[src/rtl/mem_req_arbiter_if.sv]
// mem_req_arbiter_if
//   Groups every bus-level signal around the arbiter: the IF (inst_*) and
//   EX (data_*) requester ports, the shared memory port towards the
//   sram-to-AXI bridge (mem_*), and the sticky stray-response flag.
//
//   Handshake semantics, shared by every request channel:
//     A requester raises *_req with a stable *_cmd and holds both until the
//     cycle in which *_addr_ok is high. That cycle is the handshake. The
//     command is consumed, and the requester may present a new one next cycle.
//     *_data_ok is a single-cycle pulse qualifying *_rdata. It has no
//     back-pressure. Responses come back in the same order as the handshakes.
//
//   Modports:
//     slave  - the arbiter's view (requests/mem responses in, grants/routed data out)
//     master - the environment's view (the reverse direction)
interface mem_req_arbiter_if;
  logic        inst_req;
  logic [70:0] inst_cmd;
  logic        inst_addr_ok;
  logic        inst_data_ok;
  logic [31:0] inst_rdata;

  logic        data_req;
  logic [70:0] data_cmd;
  logic        data_addr_ok;
  logic        data_data_ok;
  logic [31:0] data_rdata;

  logic        mem_req;
  logic [70:0] mem_cmd;
  logic        mem_addr_ok;
  logic        mem_data_ok;
  logic [31:0] mem_rdata;

  logic        err_stray_ok;

  modport slave (
    input  inst_req, inst_cmd, data_req, data_cmd,
    input  mem_addr_ok, mem_data_ok, mem_rdata,
    output inst_addr_ok, inst_data_ok, inst_rdata,
    output data_addr_ok, data_data_ok, data_rdata,
    output mem_req, mem_cmd, err_stray_ok
  );

  modport master (
    output inst_req, inst_cmd, data_req, data_cmd,
    output mem_addr_ok, mem_data_ok, mem_rdata,
    input  inst_addr_ok, inst_data_ok, inst_rdata,
    input  data_addr_ok, data_data_ok, data_rdata,
    input  mem_req, mem_cmd, err_stray_ok
  );
endinterface

[src/rtl/mem_req_arbiter.sv]
// mem_req_arbiter
//   Shares one sram-like memory port between the IF instruction requester
//   and the EX data requester. Data normally has priority. Instruction
//   fetch is forced through after STARVE_LIMIT data grants in a row while
//   it waited. Once a request is presented to the bridge, the grant stays
//   locked until mem_addr_ok. The owner of every accepted transaction is
//   pushed into an in-order ID FIFO. Each response is steered to the
//   owner at the FIFO head.
//
// Ports
//   clk               clock, all state on posedge
//   resetn            synchronous active-low reset
//   io_bus            mem_req_arbiter_if.slave (inst_*, data_*, mem_*, err_stray_ok)
//   o_dbg_locked      1 while the lock FSM is in LOCKED
//   o_dbg_lock_id     owner held by the lock (0=inst, 1=data)
//   o_dbg_count       number of accepted-but-unanswered transactions
//   o_dbg_starve_cnt  consecutive data grants while inst was waiting
module mem_req_arbiter #(
  parameter  int MAX_OUTSTANDING = 4,
  parameter  int STARVE_LIMIT    = 4,
  localparam int CW              = $clog2(MAX_OUTSTANDING) + 1,
  localparam int SW              = $clog2(STARVE_LIMIT + 1)
) (
  input  logic                   clk,
  input  logic                   resetn,
  mem_req_arbiter_if.slave       io_bus,
  output logic                   o_dbg_locked,
  output logic                   o_dbg_lock_id,
  output logic [CW-1:0]          o_dbg_count,
  output logic [SW-1:0]          o_dbg_starve_cnt
);

  localparam int            PW       = $clog2(MAX_OUTSTANDING);
  localparam logic [CW-1:0] MAX_C    = CW'(MAX_OUTSTANDING);
  localparam logic [SW-1:0] STARVE_C = SW'(STARVE_LIMIT);

  typedef enum logic {
    ST_UNLOCKED = 1'b0,
    ST_LOCKED   = 1'b1
  } state_t;

  state_t        r_state;
  logic          r_lock_id;
  logic [PW-1:0] r_wptr;
  logic [PW-1:0] r_rptr;
  logic [CW-1:0] r_count;
  logic [SW-1:0] r_starve_cnt;
  logic          r_err;
  logic          r_id_fifo [MAX_OUTSTANDING];

  logic w_data_first;
  logic w_grant_id;
  logic w_grant_req;
  logic w_mem_req;
  logic w_push;
  logic w_pop;
  logic w_fifo_empty;
  logic w_head;

  // Grant selection. With no requester, the id defaults to data, so mem_cmd
  // mirrors data_cmd. w_grant_req is then 0, so nothing is issued.
  always_comb begin
    w_data_first = io_bus.data_req &&
                   ((r_starve_cnt < STARVE_C) || !io_bus.inst_req);
    w_grant_id   = 1'b1;
    if (r_state == ST_LOCKED) begin
      w_grant_id = r_lock_id;
    end else if (w_data_first) begin
      w_grant_id = 1'b1;
    end else if (io_bus.inst_req) begin
      w_grant_id = 1'b0;
    end
    w_grant_req = w_grant_id ? io_bus.data_req : io_bus.inst_req;
  end

  assign w_fifo_empty = (r_count == '0);
  assign w_mem_req    = resetn && w_grant_req && (r_count < MAX_C);
  assign w_push       = w_mem_req && io_bus.mem_addr_ok;
  // A full FIFO only stalls new requests. Responses always drain.
  assign w_pop        = resetn && io_bus.mem_data_ok && !w_fifo_empty;
  assign w_head       = r_id_fifo[r_rptr];

  assign io_bus.mem_req      = w_mem_req;
  assign io_bus.mem_cmd      = w_grant_id ? io_bus.data_cmd : io_bus.inst_cmd;
  assign io_bus.inst_addr_ok = w_push && !w_grant_id;
  assign io_bus.data_addr_ok = w_push && w_grant_id;
  assign io_bus.inst_data_ok = w_pop && !w_head;
  assign io_bus.data_data_ok = w_pop && w_head;
  assign io_bus.inst_rdata   = io_bus.mem_rdata;
  assign io_bus.data_rdata   = io_bus.mem_rdata;
  assign io_bus.err_stray_ok = r_err;

  assign o_dbg_locked     = (r_state == ST_LOCKED);
  assign o_dbg_lock_id    = r_lock_id;
  assign o_dbg_count      = r_count;
  assign o_dbg_starve_cnt = r_starve_cnt;

  always_ff @(posedge clk) begin
    if (!resetn) begin
      r_state      <= ST_UNLOCKED;
      r_lock_id    <= 1'b0;
      r_wptr       <= '0;
      r_rptr       <= '0;
      r_count      <= '0;
      r_starve_cnt <= '0;
      r_err        <= 1'b0;
    end else begin
      // Lock FSM: once a request is presented unanswered, its owner is
      // frozen. This keeps mem_req/mem_cmd stable until the bridge accepts.
      case (r_state)
        ST_UNLOCKED: begin
          if (w_mem_req && !io_bus.mem_addr_ok) begin
            r_state   <= ST_LOCKED;
            r_lock_id <= w_grant_id;
          end
        end
        ST_LOCKED: begin
          if (io_bus.mem_addr_ok) begin
            r_state <= ST_UNLOCKED;
          end
        end
        default: r_state <= ST_UNLOCKED;
      endcase

      if ((w_push && !w_grant_id) || !io_bus.inst_req) begin
        r_starve_cnt <= '0;
      end else if (w_push && w_grant_id && (r_starve_cnt < STARVE_C)) begin
        r_starve_cnt <= r_starve_cnt + 1'b1;
      end

      // Pointers wrap naturally because the depth is a power of two.
      if (w_push) begin
        r_id_fifo[r_wptr] <= w_grant_id;
        r_wptr            <= r_wptr + 1'b1;
      end
      if (w_pop) begin
        r_rptr <= r_rptr + 1'b1;
      end
      case ({w_push, w_pop})
        2'b10:   r_count <= r_count + 1'b1;
        2'b01:   r_count <= r_count - 1'b1;
        default: r_count <= r_count;
      endcase

      if (io_bus.mem_data_ok && w_fifo_empty) begin
        r_err <= 1'b1;
      end
    end
  end

endmodule

[src/flat_wrapper.sv]
// flat-port wrapper written by rule: the top's interface ports become plain ports
module mem_req_arbiter_flat 
#(
  parameter  int MAX_OUTSTANDING = 4,
  parameter  int STARVE_LIMIT    = 4,
  localparam int CW              = $clog2(MAX_OUTSTANDING) + 1,
  localparam int SW              = $clog2(STARVE_LIMIT + 1)
)
  (clk, resetn, o_dbg_locked, o_dbg_lock_id, o_dbg_count, o_dbg_starve_cnt, io_bus_inst_req, io_bus_inst_cmd, io_bus_data_req, io_bus_data_cmd, io_bus_mem_addr_ok, io_bus_mem_data_ok, io_bus_mem_rdata, io_bus_inst_addr_ok, io_bus_inst_data_ok, io_bus_inst_rdata, io_bus_data_addr_ok, io_bus_data_data_ok, io_bus_data_rdata, io_bus_mem_req, io_bus_mem_cmd, io_bus_err_stray_ok);
  mem_req_arbiter_if io_bus_i ();
  input  logic clk;
  input  logic resetn;
  output logic o_dbg_locked;
  output logic o_dbg_lock_id;
  output logic [CW-1:0] o_dbg_count;
  output logic [SW-1:0] o_dbg_starve_cnt;
  input wire logic [$bits(io_bus_i.inst_req)-1:0] io_bus_inst_req;
  input wire logic [$bits(io_bus_i.inst_cmd)-1:0] io_bus_inst_cmd;
  input wire logic [$bits(io_bus_i.data_req)-1:0] io_bus_data_req;
  input wire logic [$bits(io_bus_i.data_cmd)-1:0] io_bus_data_cmd;
  input wire logic [$bits(io_bus_i.mem_addr_ok)-1:0] io_bus_mem_addr_ok;
  input wire logic [$bits(io_bus_i.mem_data_ok)-1:0] io_bus_mem_data_ok;
  input wire logic [$bits(io_bus_i.mem_rdata)-1:0] io_bus_mem_rdata;
  output wire logic [$bits(io_bus_i.inst_addr_ok)-1:0] io_bus_inst_addr_ok;
  output wire logic [$bits(io_bus_i.inst_data_ok)-1:0] io_bus_inst_data_ok;
  output wire logic [$bits(io_bus_i.inst_rdata)-1:0] io_bus_inst_rdata;
  output wire logic [$bits(io_bus_i.data_addr_ok)-1:0] io_bus_data_addr_ok;
  output wire logic [$bits(io_bus_i.data_data_ok)-1:0] io_bus_data_data_ok;
  output wire logic [$bits(io_bus_i.data_rdata)-1:0] io_bus_data_rdata;
  output wire logic [$bits(io_bus_i.mem_req)-1:0] io_bus_mem_req;
  output wire logic [$bits(io_bus_i.mem_cmd)-1:0] io_bus_mem_cmd;
  output wire logic [$bits(io_bus_i.err_stray_ok)-1:0] io_bus_err_stray_ok;
  assign io_bus_i.inst_req = io_bus_inst_req;
  assign io_bus_i.inst_cmd = io_bus_inst_cmd;
  assign io_bus_i.data_req = io_bus_data_req;
  assign io_bus_i.data_cmd = io_bus_data_cmd;
  assign io_bus_i.mem_addr_ok = io_bus_mem_addr_ok;
  assign io_bus_i.mem_data_ok = io_bus_mem_data_ok;
  assign io_bus_i.mem_rdata = io_bus_mem_rdata;
  assign io_bus_inst_addr_ok = io_bus_i.inst_addr_ok;
  assign io_bus_inst_data_ok = io_bus_i.inst_data_ok;
  assign io_bus_inst_rdata = io_bus_i.inst_rdata;
  assign io_bus_data_addr_ok = io_bus_i.data_addr_ok;
  assign io_bus_data_data_ok = io_bus_i.data_data_ok;
  assign io_bus_data_rdata = io_bus_i.data_rdata;
  assign io_bus_mem_req = io_bus_i.mem_req;
  assign io_bus_mem_cmd = io_bus_i.mem_cmd;
  assign io_bus_err_stray_ok = io_bus_i.err_stray_ok;
  mem_req_arbiter #(.MAX_OUTSTANDING(MAX_OUTSTANDING), .STARVE_LIMIT(STARVE_LIMIT)) u_core (.clk(clk), .resetn(resetn), .io_bus(io_bus_i), .o_dbg_locked(o_dbg_locked), .o_dbg_lock_id(o_dbg_lock_id), .o_dbg_count(o_dbg_count), .o_dbg_starve_cnt(o_dbg_starve_cnt));
endmodule
[config.mk]
export PLATFORM = sky130hd
export DESIGN_NAME = mem_req_arbiter_flat
export DESIGN_NICKNAME = d
export VERILOG_FILES = /design/src/rtl/mem_req_arbiter_if.sv /design/src/rtl/mem_req_arbiter.sv /design/src/flat_wrapper.sv
export SDC_FILE = /design/constraint.sdc
export NUM_CORES = 1
export LEC_CHECK = 0
export ABC_AREA = 1
export BUFFER_PORTS_ARGS = -buffer_cell sky130_fd_sc_hd__buf_2
export CORE_AREA = 4 4 125 127
export DETAILED_ROUTE_END_ITERATION = 10
export DIE_AREA = 0 0 129 131
export PLACE_DENSITY = 0.48
export SLEW_MARGIN = 5
export SYNTH_ARGS = -nofsm -noshare
export SYNTH_HDL_FRONTEND = slang
export SYNTH_SLANG_ARGS = --single-unit
[constraint.sdc]
create_clock -name clk -period 1.95 [get_ports clk]
set_clock_uncertainty 0.1 [all_clocks]
set_input_delay 0.195 -clock clk [delete_from_list [all_inputs] [get_ports clk]]
set_output_delay 0.195 -clock clk [all_outputs]
set_load 0.005 [all_outputs]
After elaboration in Yosys (flattened, before gate mapping)
Memory sizes are Yosys's and may differ from the RTL's. A register that Yosys moved wholly into a read port is not among the register bits.
Cells that the tools add are included.

cells by class
  $add $sub $neg = 5
  multiply operators = 0
  divide/modulo/power cells = 0
  $lt $le $gt $ge = 2
  eq/ne operators = 2
  shift operators = 0
  mux-type cells = 14
  bitwise gates (word level) = 2
  reductions and logical operators = 24

operator list
  kind                 count
  $mux 71              1
  $logic_and 1x1->1    13
  $mux 1               9
  $add 3x1->3 const B  2
  $lt 3x3->1 const B   2
  $pmux 3 s2           1
  $logic_not 1->1      5
  $add 2x1->2 const B  2
  $mux 2               2
  $logic_not 3->1      1
  $sub 3x1->3 const B  1
  $eq 2x1->1 const B   1
  $eq 2x2->1 const B   1
  $logic_or 1x1->1     2
  $not 1->1            2
  $pmux 1 s2           1
  $reduce_and 2->1     1
  $reduce_bool 2->1    1
  $reduce_or 2->1      1

storage, ports and cells
  register bits after elaboration = 13
  latch bits = 0
  memory bits (writable) = 4
  memory bits (read-only) = 0
  bits of input ports = 180
  output and inout port bits = 149
  word-level logic and storage cells = 57
  memories = 1

memory list
  name              depth  width  read ports  clocked after memory_dff  wr ports  RTL line               RTL
  u_core.r_id_fifo  4      1      1           1                         1         mem_req_arbiter.sv:49  logic r_id_fifo [MAX_OUTSTANDING];

Logic depth before layout (Yosys ltp)
Gate-level depths: netlist (run 1).

  depth in word-level cells = 12
  depth in mapped cells = 13
  mapped depth without buffers = 12

Worst setup path after synthesis (run 1)
Ideal clock, no wire load.

  kind = register to register
  start point = register u_core.r_starve_cnt[2] (netlist: u_core.o_dbg_starve_cnt[2])
  end point = register u_core.r_count[2] (netlist: u_core.o_dbg_count[2])
  arrival = 1.829 ns
  data required time = 1.736 ns
  path slack = -0.094 ns
  stages on the path, launching flop included = 14
  period minus slack after synthesis = 2.044 ns
  cells stage by stage = dfxtp_1 -> inv_2 -> nand2_1 -> nand2_2 -> nand3_2 -> nand3_2 -> buf_4 -> ha_1 -> inv_1 -> fa_1 -> a21oi_1 -> o21ai_0 -> xor2_1 -> nor2_1

on the way
  longest elaborated chain between the ends = 11

RTL lines
  what                                             RTL line                RTL
  from (decl)                                      mem_req_arbiter.sv:47   logic [SW-1:0] r_starve_cnt;
  from (signal assigned)                           mem_req_arbiter.sv:128  r_starve_cnt <= r_starve_cnt + 1'b1;
  $lt 3x3->1 (*)                                   mem_req_arbiter.sv:64   ((r_starve_cnt < STARVE_C) || !io_bus.inst_req);
  $logic_or 1x1->1 (*)                             mem_req_arbiter.sv:64
  $logic_and 1x1->1 (*)                            mem_req_arbiter.sv:63   w_data_first = io_bus.data_req &&
  $mux 1 (*)                                       mem_req_arbiter.sv:68   end else if (w_data_first) begin
  $mux 1 (*)                                       mem_req_arbiter.sv:66   if (r_state == ST_LOCKED) begin
  $mux 1 (*)                                       mem_req_arbiter.sv:73   w_grant_req = w_grant_id ? io_bus.data_req : io_bus.inst_req;
  $logic_and 1x1->1 (*) (2 in series)              mem_req_arbiter.sv:77   assign w_mem_req = resetn && w_grant_req && (r_count < MAX_C);
  $logic_and 1x1->1 (*)                            mem_req_arbiter.sv:78   assign w_push = w_mem_req && io_bus.mem_addr_ok;
  $eq 2x1->1 or $eq 2x2->1 (tied branches)         mem_req_arbiter.sv:139  case ({w_push, w_pop})
  $pmux 3 s2 or $reduce_bool 2->1 (tied branches)  --
  to (signal assigned)                             mem_req_arbiter.sv:140  2'b10: r_count <= r_count + 1'b1;
  to (signal assigned)                             mem_req_arbiter.sv:141  2'b01: r_count <= r_count - 1'b1;
  to (signal assigned)                             mem_req_arbiter.sv:142  default: r_count <= r_count;
  to (decl)                                        mem_req_arbiter.sv:46   logic [CW-1:0] r_count;

Every way passes the cells marked *; elsewhere a longest branch is shown, timed or not.
A chain may end at the register's enable or synchronous reset.

Worst setup path in the final report (run 1)
Ends and elaborated chain as after synthesis.

==> results of run 1 <==
[cells by family after synthesis]
family / count (synthesis) / share of synthesized area
adder cells (fa/ha/maj): 7 / 0.04023
flip-flops: 19 / 0.1779
XOR/XNOR: 1 / 0.003706
buffers and inverters: 109 / 0.3017
AND/OR/NAND/NOR: 252 / 0.4198
AO/OA/AOI/OAI: 25 / 0.05664
[tightest hold or removal path, stage by stage]
cell and delay (ps):
buf_2 90, nand3_1 70, nand2_1 50
[power groups by stage]
| stage | Sequential [mW] | Clock (mW) | Combinational (mW) |
|---|---|---|---|
| after CTS | 0.442 | 0.442 | 0.813 |
| after floorplan | 0.450 | 0 | 0.475 |
| final | 0.442 | 0.431 | 0.825 |
| after global placement | 0.449 | 0 | 0.812 |
| after detailed placement | 0.450 | 0 | 0.810 |
| after global routing | 0.446 | 0.459 | 0.929 |
[Yosys cell counts, drive strengths merged]
cell type / n / area [um^2]
xor2: 1 / 8.760
edfxtp: 4 / 120.1
buf: 79 / 600.6
nand2: 230 / 873.3
fa: 1 / 20.02
inv: 28 / 105.1
nor2: 13 / 58.81
nand3: 5 / 35.03
clkbuf: 2 / 7.510
o21bai: 1 / 7.510
a211oi: 1 / 7.510
a32oi: 1 / 8.760
o21ai: 9 / 45.04
nand3b: 1 / 7.510
a21oi: 13 / 65.06
dfxtp: 15 / 300.3
nor3: 1 / 5.000
nand4: 2 / 12.51
ha: 6 / 75.07
[area by class of cell]
type | instances | area (um^2) | share of cell area
repair buffers | 244 | 1301 | 0.3803
multi-input cells | 285 | 1276 | 0.3729
flip-flops and latches | 19 | 429.2 | 0.1254
well taps | 184 | 230.2 | 0.06728
inverters | 28 | 105.1 | 0.03071
clock buffers | 3 | 75.07 | 0.02194
clock inverters | 1 | 5.005 | 0.001463
[path summary, 6_finish.rpt]
path,startpoint,to,slack [ps],depth (start not counted)
max reg2reg,u_core.o_dbg_starve_cnt[2]$_SDFFE_PP0P_,u_core.o_dbg_count[2]$_SDFFE_PN0P_,110,12
min,io_bus_mem_data_ok,u_core.io_bus.err_stray_ok$_SDFFE_PN0P_,80,3
max,u_core.o_dbg_starve_cnt[2]$_SDFFE_PP0P_,u_core.o_dbg_count[2]$_SDFFE_PN0P_,110,12
min reg2reg,u_core.io_bus.err_stray_ok$_SDFFE_PN0P_,u_core.io_bus.err_stray_ok$_SDFFE_PN0P_,350,2
[timing repair]
item | in CTS | in global routing
endpoints found under the setup margin | 0 | 17
setup buffers | 0 | 2
resized for setup | 0 | 10
hold buffers | 0 | 0
[per-layer routing]
layer	track usage	share of wire
met4	0.02594	0.017
met1	0.1442	0.40
met5	0	0.0025
met3	0.04715	0.099
met2	0.1924	0.48
[metrics by stage]
| stage | util | setup WS [ps] | total power, mW | instances |
|---|---|---|---|---|
| finish | 0.2372 | 112.9 | 1.697 | 764 |
| floorplan | - | 20.05 | 0.9250 | 413 |
| global placement | 0.2265 | 71.04 | 1.261 | 757 |
| detailed placement | 0.2265 | 54.34 | 1.261 | 757 |
| CTS | 0.2320 | 41.38 | 1.697 | 761 |
| global route | 0.2372 | -19.86 | 1.833 | 764 |
==> results by group, run 1 <==
Die
  • Die Width: 129 um
  • Row count: 44
  • Die height: 131 um
  • Die area: 16,900 um^2
  • Core area: 14,420 um^2
  • I/O pin count: 329
  • Starting Density: 0.1639

Routing
  • Antenna Nets Post-Route: 0
  • Drt total wl: 11,260 um
  • Remaining DRCs: 0
  • Pre-antenna DRT Iters: 5
  • Total number of vias: around 2,900
  • Initial DRC Count: slightly below 80
  • Post-DR wirelength/cell: 14.74 um
  • Vias per cell: approximately 3.8

STA
  • Fin. Hold Viols: 0
  • Final Max Tran Viols: 0
  • Hold_ws: 77.67 ps
  • Fin crit period: 1837 ps
  • Worst Max-Slew Pin Slew: between 200 and 300 ps
  • Final setup viols: 0
  • Worst slew margin: 0.8060
  • Tcrit/Tclk final: 0.9421
  • Fmax: 544.3 MHz
  • Post-route setup TNS: 0 ps
  • RSZ-0062 raised after global routing: true

Clock tree
  • Clk buf depth: 2
  • TritonCTS clock tree: built
  • # clock sinks: 19
  • Skew-Pair Late Insertion Delay: roughly 250 ps
  • Clock-pin slew on the worst setup and hold paths: about 60 ps
  • Clock Tree Root: clkbuf_16
  • Total CTS buffers: 3
  • Htree depth: 1

Setup path
  • Largest delay share family, worst path: adder cells
  • Worst setup SP type: register
  • Critical path cell sequence: inv_2, nand2_2, nand2_4, nand3_4, nand3_4, ha_4, inv_2, fa_2, a21oi_2, o21ai_1, xor2_1, nor2_1
  • CP max stage cell: fa_2
  • Critical-path maximum fanout: 3
  • Setup CP Type: reg2reg
  • Critical Path End Type: register
  • Critical path buffers and inverters: 2
  • Critical path's largest stage delay: 350 ps
  • Required @ worst endpoint: 2000 ps
  • CP arrival: 1880 ps

Final layout
  • # nets final: 768
  • Design area: 3422 um^2
  • Fillers: 1,730
  • Most common cell after layout, fill and taps aside: buf_2
  • Fraction of layout cells with a size suffix above 1: 0.4638
  • ANT cells: 0
  • Commonest non-fill, non-tap cells in the layout: buf_2 (232), nand2_1 (226), inv_1 (24)
  • Area Growth Syn to Fin: 44.79%

Synthesis
  • Cell variety after synth: 29
  • Area of the mapped netlist: ~2400 um^2
  • Register area share after synthesis: 0.1779
  • Mapped Nets: 600
  • Mapped Cells: roughly 410
  • Synth warn: 0
  • #FFs+latches synth: 19
  • Syn_area_per_cell: 5.723 um^2

Pwr
  • Sequential fraction of design power: 0.260
  • Clock Power Share: 0.254
  • Leakage: 2.113 nW
  • Switching power: ~0.62 mW
  • Gate power share: 0.486
  • Power Density: 495.8 nW/um^2
  • Internal power consumption: 1.077 mW
  • Switch share: 0.3650
  • Max IR drop VDD: 0.0002727 V

Run
  • Max_cap viols: 0

Placement
  • Placer Congestion: 0.8023
  • Port bufs: 232
  • Hpwl dp: 9512 um
  • Post-place instance area: roughly 3300 um^2

GRT
  • Largest net degree at the start of global routing: 64
  • GR Util All Layers: 0.1169
  • Global-route wire length before repair: 15,310 um
  • Total gr overflow: 0
  • Initial antenna violation count: 2
  • Vias in the first global route: between 2,000 and 3,000

Min path
  • Hold/Removal Path Class: in2reg

Outcome
  • Status: completed
Power figures use the tool's default switching activity.
==> run 2: changes to the inputs <==
--- a/config.mk
+++ b/config.mk
@@ -7,10 +7,10 @@
 export LEC_CHECK = 0
 export ABC_AREA = 1
 export BUFFER_PORTS_ARGS = -buffer_cell sky130_fd_sc_hd__buf_2
-export CORE_AREA = 4 4 125 127
+export CORE_AREA = 4 4 126 128
 export DETAILED_ROUTE_END_ITERATION = 10
-export DIE_AREA = 0 0 129 131
-export PLACE_DENSITY = 0.48
+export DIE_AREA = 0 0 130 132
+export PLACE_DENSITY = 0.46
 export SLEW_MARGIN = 5
 export SYNTH_ARGS = -nofsm -noshare
 export SYNTH_HDL_FRONTEND = slang
==> constraint.sdc (replaced) <==
create_clock -name clk -period 2.05 [get_ports clk]
set_clock_uncertainty 0.1 [all_clocks]
set_input_delay 0.205 -clock clk [delete_from_list [all_inputs] [get_ports clk]]
set_output_delay 0.205 -clock clk [all_outputs]
set_load 0.005 [all_outputs]
==> run 2 against run 1 <==
Power shrank 6.5%; sequential power shrank 4.8%; clock power shrank 5.6%; sequential cell count is the same; global-route usage shrank 0.48 points; critical path depth is the same; die area grew 1.5%; final area shrank 2.3%.
==> results by group, run 2 (same netlist as run 1, synthesis figures left out) <==
Clock tree
  • Total CTS buffers: 3 (unchanged)
  • Skew-Pair Late Insertion Delay: 250 ps (about the same)
  • Htree depth: 1 (unchanged)
  • TritonCTS clock tree: built
  • Clk buf depth: 2 (unchanged)
  • # clock sinks: 19 (unchanged)
  • CTS Hold Bufs: 0 (unchanged)
  • Clock-pin slew on the worst setup and hold paths: 50 ps (about the same)
  • Clock Tree Root: clkbuf_16

STA
  • Worst slew margin: 0.8087 (+0.002692)
  • Worst Max-Slew Pin Slew: 287.0 ps (-1.816 ps)
  • Tcrit/Tclk final: 0.9303 (-0.01176)
  • Hold_ws: 95.79 ps (+18.12 ps)
  • Final setup viols: 0 (unchanged)
  • Fmax: 524.3 MHz (-3.7%)
  • Final Max Tran Viols: 0 (unchanged)
  • Fin crit period: 1907 ps (+70.10 ps)
  • Fin. Hold Viols: 0 (unchanged)
  • RSZ-0062 raised after global routing: true

Final layout
  • # nets final: 763 (-0.65%)
  • Commonest non-fill, non-tap cells in the layout: buf_2 (232), nand2_1 (228), inv_1 (25)
  • Fraction of layout cells with a size suffix above 1: 0.4417 (-0.02205)
  • Layout Cells excl Fill: 763 (-0.13%)
  • Core Util, Final: 0.2250 (-0.01225)
  • Area Growth Syn to Fin: 41.50%
  • ANT cells: 0 (unchanged)
  • Most common cell after layout, fill and taps aside: buf_2

Die
  • Die Width: 130 um (+0.78%)
  • Starting Density: 0.1590 (-0.004855)
  • I/O pin count: 329 (unchanged)
  • Core area: 14,860 um^2 (+3.1%)
  • Row count: 45 (+2.3%)
  • Die height: 132 um (+0.76%)
  • Die area: 17,160 um^2 (+1.5%)

Setup path
  • Setup CP Type: reg2reg
  • Required @ worst endpoint: 2090 ps (+90 ps)
  • Critical Path End Type: register
  • Critical Path Sink: u_core.o_dbg_count[2]$_SDFFE_PN0P_
  • Worst setup SP type: register
  • Reg2Reg Setup Slack: 140 ps (+30 ps)
  • Reg2reg path depth: 12 (unchanged)
  • CP max stage cell: fa_2
  • Critical-path maximum fanout: 5 (+2)
  • Most frequent CP cell: nand3_2
  • Critical path cell sequence: inv_2, nand2_1, nand2_2, nand3_2, nand3_2, ha_1, inv_1, fa_2, a21oi_2, o21ai_0, xor2_1, nor2_1
  • FF-to-FF End: u_core.o_dbg_count[2]$_SDFFE_PN0P_
  • Critical path's largest stage delay: 350 ps (about the same)
  • CP arrival: 1950 ps (+70 ps)
  • Worst r2r src: u_core.o_dbg_starve_cnt[2]$_SDFFE_PP0P_
  • Setup crit start: u_core.o_dbg_starve_cnt[2]$_SDFFE_PP0P_

Routing
  • Total number of vias: 2,838 (-2.5%)
  • Remaining DRCs: 0 (unchanged)
  • Pre-antenna DRT Iters: 4 (-1)
  • Vias per cell: 3.720 (-2.4%)
  • Antenna Nets Post-Route: 0 (unchanged)
  • Drt total wl: 10,580 um (-6.1%)
  • Initial DRC Count: 97 (+24%)
  • Post-DR wirelength/cell: 13.86 um (-6.0%)

GRT
  • Initial antenna violation count: 2 (unchanged)
  • GR Util All Layers: 0.1122 (-0.004792)
  • Vias in the first global route: 2,746 (+4.3%)
  • Total gr overflow: 0 (unchanged)
  • Largest net degree at the start of global routing: 80 (+25%)
  • Global-route wire length before repair: 15,460 um (+0.99%)

Outcome
  • Status: completed

Placement
  • Port bufs: 232 (unchanged)
  • Cells after DPL: 758 (+0.13%)
  • Placer Congestion: 0.8098 (+0.93%)
  • Hpwl dp: 8845 um (-7.0%)

Pwr
  • Total Power: 1.586 mW (-6.5%)
  • Switching power: 0.5755 mW (-7.1%)
  • Internal power consumption: 1.011 mW (-6.2%)
  • Switch share: 0.3627 (-0.002243)
  • Gate power share: 0.479 (-0.007)
  • Sequential fraction of design power: 0.265 (+0.005)
  • Clock Power Share: 0.256 (+0.002)
  • Power Density: 474.4 nW/um^2 (-4.3%)
  • Max IR drop VDD: 0.0002295 V (-16%)
  • Leakage: 2.082 nW (-1.4%)

Min path
  • Hold/Removal Path Class: in2reg

Run
  • Max_cap viols: 0 (unchanged)
run 2: repair_timing:
action | 4_1_cts | 5_1_grt
endpoints found under the setup margin | 0 | 10
setup buffers | 0 | 0
resized for setup | 0 | 4
run 2: routing by layer:
metal | wire length, um | GRT usage | up-vias | part of all wire
li1 | - | - | 1502 | -
met1 | 4270 | 0.1356 | 1169 | 0.40
met2 | 5257 | 0.1974 | 154 | 0.50
met3 | 934 | 0.03404 | 11 | 0.088
met4 | 99 | 0.01848 | 2 | 0.0094
met5 | 13 | 0 | - | 0.0012
run 2: power groups by stage:
| stage | clock network [mW] | logic (mW) | registers [mW] |
|---|---|---|---|
| after floorplan | 0 | 0.444 | 0.428 |
| after global placement | 0 | 0.752 | 0.428 |
| after detailed placement | 0 | 0.751 | 0.429 |
| after CTS | 0.423 | 0.753 | 0.421 |
| after global routing | 0.440 | 0.850 | 0.424 |
| final | 0.407 | 0.759 | 0.421 |
run 2: critical path, delay by kind of cell (launching register included):
family	cells	cell delay [ps]
flops	1	320
buf+inv	2	160
compound gates	2	230
simple gates	5	370
xor+xnor	1	140
fa+ha+maj	2	480
run 2: cell type report:
| type | instances | area (um^2) |
|---|---|---|
| clock buffers | 3 | 75.07 |
| repair buffers | 239 | 1267 |
| flip-flops and latches | 19 | 420.4 |
| multi-input cells | 285 | 1236 |
| fillers | 1788 | 11520 |
| inverters | 28 | 105.1 |
| well taps | 188 | 235.2 |
| clock inverters | 1 | 5.005 |
run 2: worst min path at each step:
| stage | slack (ps) | depth (start not counted) | end | start |
|---|---|---|---|---|
| 6_report | 100 | 2 | u_core.o_dbg_locked$_SDFF_PN0_ | io_bus_mem_addr_ok |
| 5_1_grt | 110 | 2 | u_core.o_dbg_locked$_SDFF_PN0_ | io_bus_mem_addr_ok |
| 4_1_cts | 90 | 2 | u_core.o_dbg_locked$_SDFF_PN0_ | io_bus_mem_addr_ok |
| 3_5_place_dp | 310 | 0 | io_bus_data_rdata[0] | io_bus_mem_rdata[0] |
| 3_3_place_gp | 310 | 0 | io_bus_data_rdata[0] | io_bus_mem_rdata[0] |
| 2_1_floorplan | 180 | 1 | u_core.o_dbg_locked$_SDFF_PN0_ | io_bus_mem_addr_ok |
run 2: per-stage QoR:
stage               TNS [ps]  area, um^2  setup slack (ps)
finish                     0        3344             142.8
global route          -30.38        3344            -30.38
CTS                        0        3302             70.33
detailed placement         0        3222             97.52
global placement           0        3222             100.1
floorplan                  0        2364             6.435
==> run 3: changes to the inputs <==
--- a/config.mk
+++ b/config.mk
@@ -7,11 +7,12 @@
 export LEC_CHECK = 0
 export ABC_AREA = 1
 export BUFFER_PORTS_ARGS = -buffer_cell sky130_fd_sc_hd__buf_2
-export CORE_AREA = 4 4 126 128
+export CORE_AREA = 3 3 125 127
 export DETAILED_ROUTE_END_ITERATION = 10
-export DIE_AREA = 0 0 130 132
+export DIE_AREA = 0 0 128 130
 export PLACE_DENSITY = 0.46
-export SLEW_MARGIN = 5
+export SETUP_SLACK_MARGIN = 0.4
+export SLEW_MARGIN = 20
 export SYNTH_ARGS = -nofsm -noshare
 export SYNTH_HDL_FRONTEND = slang
 export SYNTH_SLANG_ARGS = --single-unit
==> run 3 against run 2 <==
Global-route usage up 0.23 points; count of clock-buffer cells in the layout did not move; hold slack improved by 10 ps; combinational power rose by 54%; first-iteration DRC count decreased by 38%; core utilization is 7.9 points higher; die area down 3.0%; power up 26%; register-to-register slack better by 60 ps; final area is 32% higher; worst setup slack better by 58 ps; largest power group unchanged.
==> results by group, run 3 (same netlist as run 1, synthesis figures left out) <==
Outcome
  • Status: completed

Routing
  • Total number of vias: 3,067 (+8.1%)
  • Antenna Nets Post-Route: 0 (unchanged)
  • Met2 WL: 6744 um (+28%)
  • Top layer in use: met4
  • Met3 wire length: 862 um (-7.7%)
  • DRT met1 WL: 4842 um (+13%)
  • Pre-antenna DRT Iters: 4 (unchanged)
  • Initial DRC Count: 60 (-38%)
  • Post-DR wirelength/cell: 15.66 um (+13%)
  • Vias per cell: 3.848 (+3.5%)
  • Drt total wl: 12,480 um (+18%)
  • Remaining DRCs: 0 (unchanged)

Final layout
  • Fraction of layout cells with a size suffix above 1: 0.6085 (+0.1667)
  • Area Growth Syn to Fin: 86.66%
  • # nets final: 801 (+5.0%)
  • Commonest non-fill, non-tap cells in the layout: buf_2 (219), nand2_1 (164), nand2_2 (44)
  • ANT cells: 0 (unchanged)
  • Area of the multi-input gates: 1574 um^2 (+27%)
  • Fillers: 1,644 (-8.1%)
  • Most common cell after layout, fill and taps aside: buf_2
  • Register area: 435.4 um^2 (+3.6%)

Min path
  • Hold/Removal Path Class: in2reg

Setup path
  • Critical-path maximum fanout: 2 (-3)
  • CP max stage cell: fa_2
  • Critical path cell sequence: inv_2, nand2_2, nand2_4, nand3_4, nand3_4, ha_4, inv_4, fa_2, a21oi_2, o21ai_1, xor2_1, nor2_1
  • Required @ worst endpoint: 2090 ps (about the same)
  • Critical path's largest stage delay: 340 ps (about the same)
  • Setup CP Type: reg2reg
  • CP arrival: 1890 ps (-60 ps)
  • Critical Path End Type: register
  • Reg2Reg Setup Slack: 200 ps (+60 ps)
  • Most frequent CP cell: nand3_4
  • Worst setup SP type: register

Run
  • Max_cap viols: 0 (unchanged)

Clock tree
  • TritonCTS clock tree: built
  • Skew-Pair Late Insertion Delay: 250 ps (about the same)
  • Total CTS buffers: 3 (unchanged)
  • Clk buf depth: 2 (unchanged)
  • Clock Tree Root: clkbuf_16
  • Clock-pin slew on the worst setup and hold paths: 60 ps (about the same)
  • CTS Hold Bufs: 0 (unchanged)
  • # clock sinks: 19 (unchanged)
  • Htree depth: 1 (unchanged)

Die
  • I/O pin count: 329 (unchanged)
  • Core area: 14,530 um^2 (-2.2%)
  • Die height: 130 um (-1.5%)
  • Die area: 16,640 um^2 (-3.0%)
  • Row count: 44 (-2.2%)
  • Die Width: 128 um (-1.5%)
  • Starting Density: 0.1626 (+0.003614)

GRT
  • Initial antenna violation count: 0 (-2)
  • Vias in the first global route: 2,670 (-2.8%)
  • Global-route wire length before repair: 15,070 um (-2.5%)
  • Largest net degree at the start of global routing: 26 (-68%)
  • GR Util All Layers: 0.1145 (+0.002323)
  • Total gr overflow: 0 (unchanged)

STA
  • Fmax: 540.7 MHz (+3.1%)
  • Hold_ws: 105.9 ps (+10.08 ps)
  • RSZ-0062 raised after global routing: true
  • Worst slew margin: 0.8059 (-0.002769)
  • Final setup viols: 0 (unchanged)
  • Final Max Tran Viols: 0 (unchanged)
  • Worst Max-Slew Pin Slew: 291.2 ps (+4.153 ps)
  • Post-route setup TNS: 0 ps (unchanged)
  • Tcrit/Tclk final: 0.9022 (-0.02811)
  • Fin. Hold Viols: 0 (unchanged)
  • Fin crit period: 1850 ps (-57.63 ps)

Placement
  • Placer Congestion: 0.7464 (-7.8%)
  • Hpwl dp: 8577 um (-3.0%)
  • Port bufs: 232 (unchanged)

Pwr
  • Total Power: 1.999 mW (+26%)
  • Leakage: 2.546 nW (+22%)
  • Power Density: 453.2 nW/um^2 (-4.5%)
  • Max IR drop VDD: 0.0003469 V (+51%)
-- run 3: path summary, 6_finish.rpt --
path | start | cells after the start | endpoint
max | u_core.o_dbg_starve_cnt[2]$_SDFFE_PP0P_ | 12 | u_core.o_dbg_count[2]$_SDFFE_PN0P_
min | io_bus_mem_data_ok | 3 | u_core.io_bus.err_stray_ok$_SDFFE_PN0P_
max reg2reg | u_core.o_dbg_starve_cnt[2]$_SDFFE_PP0P_ | 12 | u_core.o_dbg_count[2]$_SDFFE_PN0P_
min reg2reg | u_core.io_bus.err_stray_ok$_SDFFE_PN0P_ | 2 | u_core.io_bus.err_stray_ok$_SDFFE_PN0P_
-- run 3: through the flow --
step,util,area (um^2),setup WS (ps),instances
2_1_floorplan,-,2395,120.1,413
3_3_place_gp,0.2237,3252,193.7,755
3_5_place_dp,0.2237,3252,153.4,755
4_1_cts,0.2473,3595,207.5,772
5_1_grt,0.3035,4412,96.99,797
6_report,0.3035,4412,200.5,797
-- run 3: area by class of cell --
type / count / area share
Timing Repair Buffer: 277 / 0.4461
Multi-Input combinational cell: 285 / 0.3568
Sequential cell: 19 / 0.09870
Tap cell: 184 / 0.05218
Inverter: 28 / 0.02808
Clock buffer: 3 / 0.01702
Clock inverter: 1 / 0.001134
-- run 3: routing by layer --
metal | vias up | track usage
met2 | 137 | 0.2055
met3 | 6 | 0.03275
li1 | 1582 | -
met1 | 1342 | 0.1413
met5 | - | 0
met4 | 0 | 0.01124
-- run 3: critical path: cells and delay by family (launching register included) --
kind	cells	cell delay [ps]
adder cells (fa/ha/maj)	2	480
AO/OA/AOI/OAI	2	200
XOR/XNOR	1	140
buffers and inverters	2	90
flip-flops	1	320
AND/OR/NAND/NOR	5	420
-- run 3: where the power goes --
part	switching, mW	total, mW	internal (mW)
logic	0.559	1.17	0.613
registers	0.0197	0.425	0.405
clock network	0.141	0.402	0.261
total	0.720	2.00	1.28
-- run 3: what timing repair did --
action | 4_1_cts | 5_1_grt
endpoints found under the setup margin | 78 | 81
resized for setup | 25 | 126
pin swaps | 5 | 36
cloned | 4 | 13
setup buffers | 9 | 12
